### config.mk
export PLATFORM = sky130hd
export DESIGN_NAME = clint_trap_ctrl
export DESIGN_NICKNAME = d
export VERILOG_FILES = /design/src/rtl/clint_trap_ctrl.sv
export SDC_FILE = /design/constraint.sdc
export NUM_CORES = 1
export LEC_CHECK = 0
export ABC_CLOCK_PERIOD_IN_PS = 1920
export CAP_MARGIN = 30
export CORE_AREA = 8 8 197 199
export CTS_BUF_LIST = sky130_fd_sc_hd__clkbuf_2 sky130_fd_sc_hd__clkbuf_4 sky130_fd_sc_hd__clkbuf_8
export CTS_CLUSTER_DIAMETER = 30
export DETAILED_ROUTE_END_ITERATION = 16
export DIE_AREA = 0 0 205 207
export PLACE_DENSITY = 0.49
export RECOVER_POWER = 25
export SLEW_MARGIN = 20
export SYNTH_ARGS = -nofsm -noshare
export SYNTH_HDL_FRONTEND = slang
export SYNTH_SLANG_ARGS = --single-unit
export TNS_END_PERCENT = 10
### constraint.sdc
create_clock -name clk -period 1.92 [get_ports clk]
set_input_delay 0.384 -clock clk [delete_from_list [all_inputs] [get_ports clk]]
set_output_delay 0.384 -clock clk [all_outputs]
set_load 0.03 [all_outputs]
### src/rtl/clint_trap_ctrl.sv
// Machine-mode trap sequencer: takes timer interrupts, ECALL and MRET from execute,
// then walks SAVE -> UPDATE -> JUMP to update mepc/mcause/mstatus and redirect fetch.
module clint_trap_ctrl (
    input  logic        clk,
    input  logic        rst,
    input  logic        ex_valid_i,
    input  logic [63:0] ex_pc_i,
    input  logic        ex_ecall_i,
    input  logic        ex_mret_i,
    input  logic        mem_busy_i,
    input  logic [63:0] csr_mtvec_i,
    input  logic [63:0] csr_mepc_i,
    input  logic [63:0] csr_mstatus_i,
    input  logic        global_int_en_i,
    input  logic        mtime_int_en_i,
    input  logic        mtime_int_pend_i,
    output logic        clint_mepc_wen_o,
    output logic [63:0] clint_mepc_wdata_o,
    output logic        clint_mcause_wen_o,
    output logic [63:0] clint_mcause_wdata_o,
    output logic        clint_mstatus_wen_o,
    output logic [63:0] clint_mstatus_wdata_o,
    output logic        clint_stall_o,
    output logic        clint_redirect_o,
    output logic [63:0] clint_redirect_pc_o
);

    typedef enum logic [2:0] {
        ST_IDLE   = 3'd0,
        ST_WAIT   = 3'd1,
        ST_SAVE   = 3'd2,
        ST_UPDATE = 3'd3,
        ST_JUMP   = 3'd4
    } state_e;

    typedef enum logic [1:0] {
        KIND_NONE  = 2'd0,
        KIND_INT   = 2'd1,
        KIND_ECALL = 2'd2,
        KIND_MRET  = 2'd3
    } kind_e;

    localparam logic [63:0] MCAUSE_MTI   = 64'h8000_0000_0000_0007;
    localparam logic [63:0] MCAUSE_ECALL = 64'd11;
    localparam int          MIE_BIT      = 3;
    localparam int          MPIE_BIT     = 7;

    state_e      state_q, state_d;
    kind_e       kind_q, kind_d;
    logic [63:0] pc_q, pc_d;

    logic int_req;
    logic ecall_req;
    logic mret_req;
    logic event_req;
    logic [63:0] mstatus_trap;
    logic [63:0] mstatus_mret;

    assign int_req   = ex_valid_i & global_int_en_i & mtime_int_en_i & mtime_int_pend_i;
    assign ecall_req = ex_valid_i & ex_ecall_i;
    assign mret_req  = ex_valid_i & ex_mret_i;
    assign event_req = (state_q == ST_IDLE) & (int_req | ecall_req | mret_req);

    always_comb begin
        mstatus_trap           = csr_mstatus_i;
        mstatus_trap[MPIE_BIT] = csr_mstatus_i[MIE_BIT];
        mstatus_trap[MIE_BIT]  = 1'b0;
        mstatus_trap[12:11]    = 2'b11;

        mstatus_mret           = csr_mstatus_i;
        mstatus_mret[MIE_BIT]  = csr_mstatus_i[MPIE_BIT];
        mstatus_mret[MPIE_BIT] = 1'b1;
        mstatus_mret[12:11]    = 2'b11;
    end

    // NOTE: every signal assigned in this block gets a default first, so no path
    // leaves one unassigned and no latch is inferred.
    always_comb begin
        state_d = state_q;
        kind_d  = kind_q;
        pc_d    = pc_q;

        clint_mepc_wen_o      = 1'b0;
        clint_mepc_wdata_o    = '0;
        clint_mcause_wen_o    = 1'b0;
        clint_mcause_wdata_o  = '0;
        clint_mstatus_wen_o   = 1'b0;
        clint_mstatus_wdata_o = '0;
        clint_redirect_o      = 1'b0;
        clint_redirect_pc_o   = '0;
        clint_stall_o         = (state_q != ST_IDLE) | event_req;

        case (state_q)
            ST_IDLE: begin
                if (event_req) begin
                    pc_d    = ex_pc_i;
                    kind_d  = int_req ? KIND_INT : (ecall_req ? KIND_ECALL : KIND_MRET);
                    state_d = mem_busy_i ? ST_WAIT : ST_SAVE;
                end
            end
            ST_WAIT: begin
                if (!mem_busy_i) state_d = ST_SAVE;
            end
            ST_SAVE: begin
                if (kind_q != KIND_MRET) begin
                    clint_mepc_wen_o     = 1'b1;
                    clint_mepc_wdata_o   = pc_q;
                    clint_mcause_wen_o   = 1'b1;
                    clint_mcause_wdata_o = (kind_q == KIND_INT) ? MCAUSE_MTI : MCAUSE_ECALL;
                end
                state_d = ST_UPDATE;
            end
            ST_UPDATE: begin
                clint_mstatus_wen_o   = 1'b1;
                clint_mstatus_wdata_o = (kind_q == KIND_MRET) ? mstatus_mret : mstatus_trap;
                state_d               = ST_JUMP;
            end
            ST_JUMP: begin
                clint_redirect_o    = 1'b1;
                clint_redirect_pc_o = (kind_q == KIND_MRET) ? csr_mepc_i
                                                            : (csr_mtvec_i & ~64'd3);
                state_d             = ST_IDLE;
            end
            default: state_d = ST_IDLE;
        endcase

        // A write issued in the same cycle as reset would land at the reset edge,
        // so reset suppresses every output immediately.
        if (rst) begin
            clint_mepc_wen_o      = 1'b0;
            clint_mepc_wdata_o    = '0;
            clint_mcause_wen_o    = 1'b0;
            clint_mcause_wdata_o  = '0;
            clint_mstatus_wen_o   = 1'b0;
            clint_mstatus_wdata_o = '0;
            clint_redirect_o      = 1'b0;
            clint_redirect_pc_o   = '0;
            clint_stall_o         = 1'b0;
        end
    end

    // NOTE: state registers use non-blocking assignments so every flop samples
    // the pre-edge value of its _d input regardless of statement order.
    always_ff @(posedge clk) begin
        if (rst) begin
            state_q <= ST_IDLE;
            kind_q  <= KIND_NONE;
            pc_q    <= '0;
        end else begin
            state_q <= state_d;
            kind_q  <= kind_d;
            pc_q    <= pc_d;
        end
    end

endmodule

==> PnR_summary.wiki <==
{| class="wikitable"
! Metric !! Value
|-
| Status || finished, violations left
|-
| Violated checks || setup timing
|-
| Mean number of vias per cell || 3.753
|-
| XOR/XNOR share of the synthesized area || 0
|-
| Compound-Gate Fraction of Synth Area || 0.06959
|-
| Netlist Area Pre-Place || 0.005214 mm²
|-
| Final design instance area without fill || 0.01178 mm²
|-
| Total Power || 4.222 mW
|-
| Crit path top cell by count || sky130_fd_sc_hd__buf_6
|-
| Sequential Power Share || 0.378
|-
| Endpoint of the lowest-slack register-to-register path || pc_q[53]
|-
| Final ANT Viol Nets || 0
|-
| Die height || 207 µm
|-
| Number of warnings issued by yosys || 0
|-
| Buffer cell driving the clock tree root || sky130_fd_sc_hd__clkbuf_8
|-
| Proportion of synthesized area in mux cells || 0.1229
|-
| Number of remaining DRC errors || 0
|-
| Setup crit end kind || output port
|-
| Detailed placement HPWL || 26240 µm
|-
| Clk network pwr share || 0.258
|-
| End point of the critical path || clint_mepc_wdata_o[57]
|-
| Post-CTS Hold Buffers || 0
|-
| Max rail drop VDD || 0.2683 mV
|-
| Full die area || 0.04244 mm²
|-
| Standard cell with the maximum stage delay on the critical path || sky130_fd_sc_hd__or4b_4
|-
| Starting utilization of the core area || 0.1452
|-
| Switching component of the power || 1.351 mW
|-
| Final setup vio count || 202
|-
| Net Sw Frac || 0.3199
|-
| DP Cell Count || 1643
|-
| Global-route usage over all layers || 0.1435
|-
| Period Utilization, post-route || 1.273
|-
| Instance count on the critical path || 6
|-
| Number of hold-slack violations in the final timing report || 0
|-
| Unrepaired setup endpoints after global routing || yes
|-
| Drt first pass iters || 4
|-
| Internal power || 2.872 mW
|-
| H-tree lvl count || 3
|-
| Startpoint-to-endpoint class of the critical path || register to output port
|-
| Maximum number of pins on one net before global-route repair || 67
|-
| Slew Limit Fails || 0
|-
| Clock transition time at the flip-flop clock pins of the worst setup and hold paths || 0.07 ns
|-
| Flip-flop and latch count after synthesis || 69
|-
| Area added between synthesis and finish || 125.9%
|-
| Number of nets in the final layout || 1455
|-
| Fraction of synthesized cell area taken by the top area cell type || 0.2649
|-
| Via count of the first global-routing pass || 6698
|-
| Clk sink count || 69
|-
| Final Worst Setup Slack || -0.5236 ns
|-
| Final instance count without filler cells || 1667
|-
| Path category of the worst min-delay check || primary input to register
|-
| Cell type with the largest total area after synthesis || sky130_fd_sc_hd__dfxtp_1
|-
| Hold path start || rst
|-
| Horizontal die dimension || 205 µm
|-
| Detail-routed net length per standard cell || 19.29 µm
|-
| Final min period || 2.444 ns
|-
| Maximum buffer depth of the clock tree || 2
|-
| Multi-input gate area in the final layout || 0.003766 mm²
|-
| Share of synthesized area occupied by flip-flops and latches || 0.2649
|-
| Worst stage delay on the critical path || 0.56 ns
|-
| Part of the total power dissipated in combinational logic || 0.364
|-
| Inserted Clock Buffers || 9
|-
| Critical path origin || state_q[2]
|-
| Worst-case reg-to-reg path depth || 5
|-
| Layout cell share with drive strength beyond 1 || 0.2982
|-
| RePlAce Congestion || 0.8080
|-
| Final core utilization || 0.3280
|-
| Worst Path Max Fanout || 38
|-
| Wire length after detailed routing || 32160 µm
|-
| Setup skew after layout || 0.01448 ns
|-
| Leak pwr || 4.877 nW
|-
| Cell family with the largest share of critical-path delay || simple AND/OR/NAND/NOR gates
|-
| Clock tree from TritonCTS || done
|-
| Worst reg2reg path startpoint || state_q[0]
|-
| Overflow left after global routing || 0
|-
| Count of vias placed by the detailed router || 6256
|-
| Critical Path Start Type || register
|-
| Placed standard-cell area || 0.01057 mm²
|-
| Worst-Skew Late Latency || 0.36 ns
|-
| CORE AREA || 0.03591 mm²
|-
| Synth Instances || 726
|-
| Maximum achievable frequency || 409.2 MHz
|-
| WP buf/inv || 3
|-
| Setup slack of the worst register-to-register path || 0.05 ns
|-
| Simple-gate area share of the yosys netlist || 0.3878
|-
| Data arrival time at the worst-slack endpoint || 2.06 ns
|-
| Required time at the worst-slack endpoint || 1.54 ns
|-
| Wire length of the first global-routing pass || 45940 µm
|-
| Count of distinct cell types in the synthesized netlist || 26
|-
| Maximum capacitance violations || 0
|-
| Initial DRC count || 210
|-
| Number of core rows || 70
|-
| Setup tns final || -66.73 ns
|-
| Filler cell count || 3761
|-
| Sequential cell area in the final layout || 0.001385 mm²
|-
| Critical Path, Cell by Cell || buf_6 > or4b_4 > nor2_4 > buf_12 > and2_1 > buf_6
|-
| P per Cell Area || 358.4 mW/mm²
|-
| Mean instance size in the synthesized netlist || 7.181 µm²
|-
| Initial antenna violation count || 8
|-
| Combinational family with the most area after synthesis || simple AND/OR/NAND/NOR gates
|-
| Main area contributors after synthesis || sky130_fd_sc_hd__dfxtp_1, sky130_fd_sc_hd__and2_1, sky130_fd_sc_hd__nand2_1
|-
| I/O pin cnt || 526
|-
| Post-synthesis share of cell area spent on full adders, half adders and majority gates || 0
|-
| IO buf count || 462
|-
| Worst hold path stage count || 3
|}
power groups by stage:
stage	Combinational (mW)	Clock [mW]	Sequential, mW
after global placement	1.47	0	1.62
after detailed placement	1.48	0	1.63
after floorplan	0.752	0	1.61
after CTS	1.55	1.16	1.60
after global routing	1.65	1.22	1.61
final	1.54	1.09	1.60
worst min path at each step:
stage	endpoint	slack, ns
after CTS	state_q[2]	0.37
after global routing	state_q[2]	0.39
final	state_q[2]	0.39
after global placement	pc_q[14]	0.44
after floorplan	pc_q[0]	0.43
after detailed placement	pc_q[9]	0.44
worst register-to-register path: stages, from the launching register on:
cell                      delay [ns]
sky130_fd_sc_hd__dfxtp_2        0.32
sky130_fd_sc_hd__buf_4          0.14
sky130_fd_sc_hd__nor3_1         0.36
sky130_fd_sc_hd__and3_2         0.44
sky130_fd_sc_hd__buf_4          0.32
sky130_fd_sc_hd__mux2i_1        0.23
registers in the layout, indices dropped and copies added, names as in the netlist:
name	flops
state_q	3
kind_q	2
pc_q	64
cells in the mapped netlist:
master                     number
sky130_fd_sc_hd__and2_1       125
sky130_fd_sc_hd__and3_1         4
sky130_fd_sc_hd__nor2_1         3
sky130_fd_sc_hd__nand2b_1      62
sky130_fd_sc_hd__buf_2          9
sky130_fd_sc_hd__nor3_2         1
sky130_fd_sc_hd__nor3b_1        1
sky130_fd_sc_hd__nor2b_1        1
sky130_fd_sc_hd__or4b_4         1
sky130_fd_sc_hd__o221a_1        2
sky130_fd_sc_hd__dfxtp_1       69
sky130_fd_sc_hd__nor3_1         4
sky130_fd_sc_hd__nand3_1        2
sky130_fd_sc_hd__o21a_1         1
sky130_fd_sc_hd__inv_2          2
sky130_fd_sc_hd__nor2_2         1
sky130_fd_sc_hd__buf_4         68
sky130_fd_sc_hd__a21oi_1       63
sky130_fd_sc_hd__clkbuf_1      34
sky130_fd_sc_hd__nand2_1      195
sky130_fd_sc_hd__or4b_1         1
sky130_fd_sc_hd__a311o_1        1
sky130_fd_sc_hd__conb_1         1
sky130_fd_sc_hd__buf_6         10
sky130_fd_sc_hd__mux2i_1       64
sky130_fd_sc_hd__a211oi_1       1
layout make-up:
class	instances	area share
Clock buffer	11	0.01232
Multi-Input combinational cell	592	0.3197
Clock inverter	4	0.002124
Sequential cell	69	0.1176
Inverter	2	0.0008497
Timing Repair Buffer	516	0.4967
Antenna cell	5	0.001062
Tap cell	468	0.04971
metrics by stage:
stage	setup slack (ns)	hold WS, ns
after floorplan	-0.1530	0.4301
after global placement	-0.7840	0.4374
after detailed placement	-0.7791	0.4436
after CTS	-0.5701	0.3664
after global routing	-0.6384	0.3927
final	-0.5236	0.3914
routing by layer:
metal  track usage  wire (µm)  vias up  part of all wire
met5             0         13        -           0.00040
met4       0.04142        624        2             0.019
met3       0.05150       3148       29             0.098
met2        0.2631      16710      278              0.52
met1        0.1507      11660     2843              0.36
li1              -          -     3104                 -
layout by cell type (no fill, tap or decap), types with 30 or more instances in the layout:
cell type                         count
sky130_fd_sc_hd__clkdlybuf4s50_1    258
sky130_fd_sc_hd__nand2_1            193
sky130_fd_sc_hd__dfxtp_1             66
sky130_fd_sc_hd__buf_4               72
sky130_fd_sc_hd__buf_12              66
sky130_fd_sc_hd__conb_1              59
sky130_fd_sc_hd__mux2i_1             64
sky130_fd_sc_hd__and2_1             115
sky130_fd_sc_hd__a21oi_4             30
sky130_fd_sc_hd__buf_6              112
sky130_fd_sc_hd__nand2b_1            62
timing repair:
| item | CTS | global route |
|---|---|---|
| pin swaps | 4 | 5 |
| cloned | 4 | 0 |
| setup buffers | 3 | 0 |
| setup endpoints to repair | 202 | 202 |
| gates resized for setup | 206 | 25 |
logic make-up (layout without fill, tap and decap cells):
kind of cell | after synthesis | in the layout
flip-flops | 69 | 69
AO/OA/AOI/OAI | 68 | 68
other | 1 | 64
buffers and inverters | 123 | 533
multiplexers | 64 | 64
AND/OR/NAND/NOR | 401 | 401
Note: power is estimated with default switching activity, not from simulation.
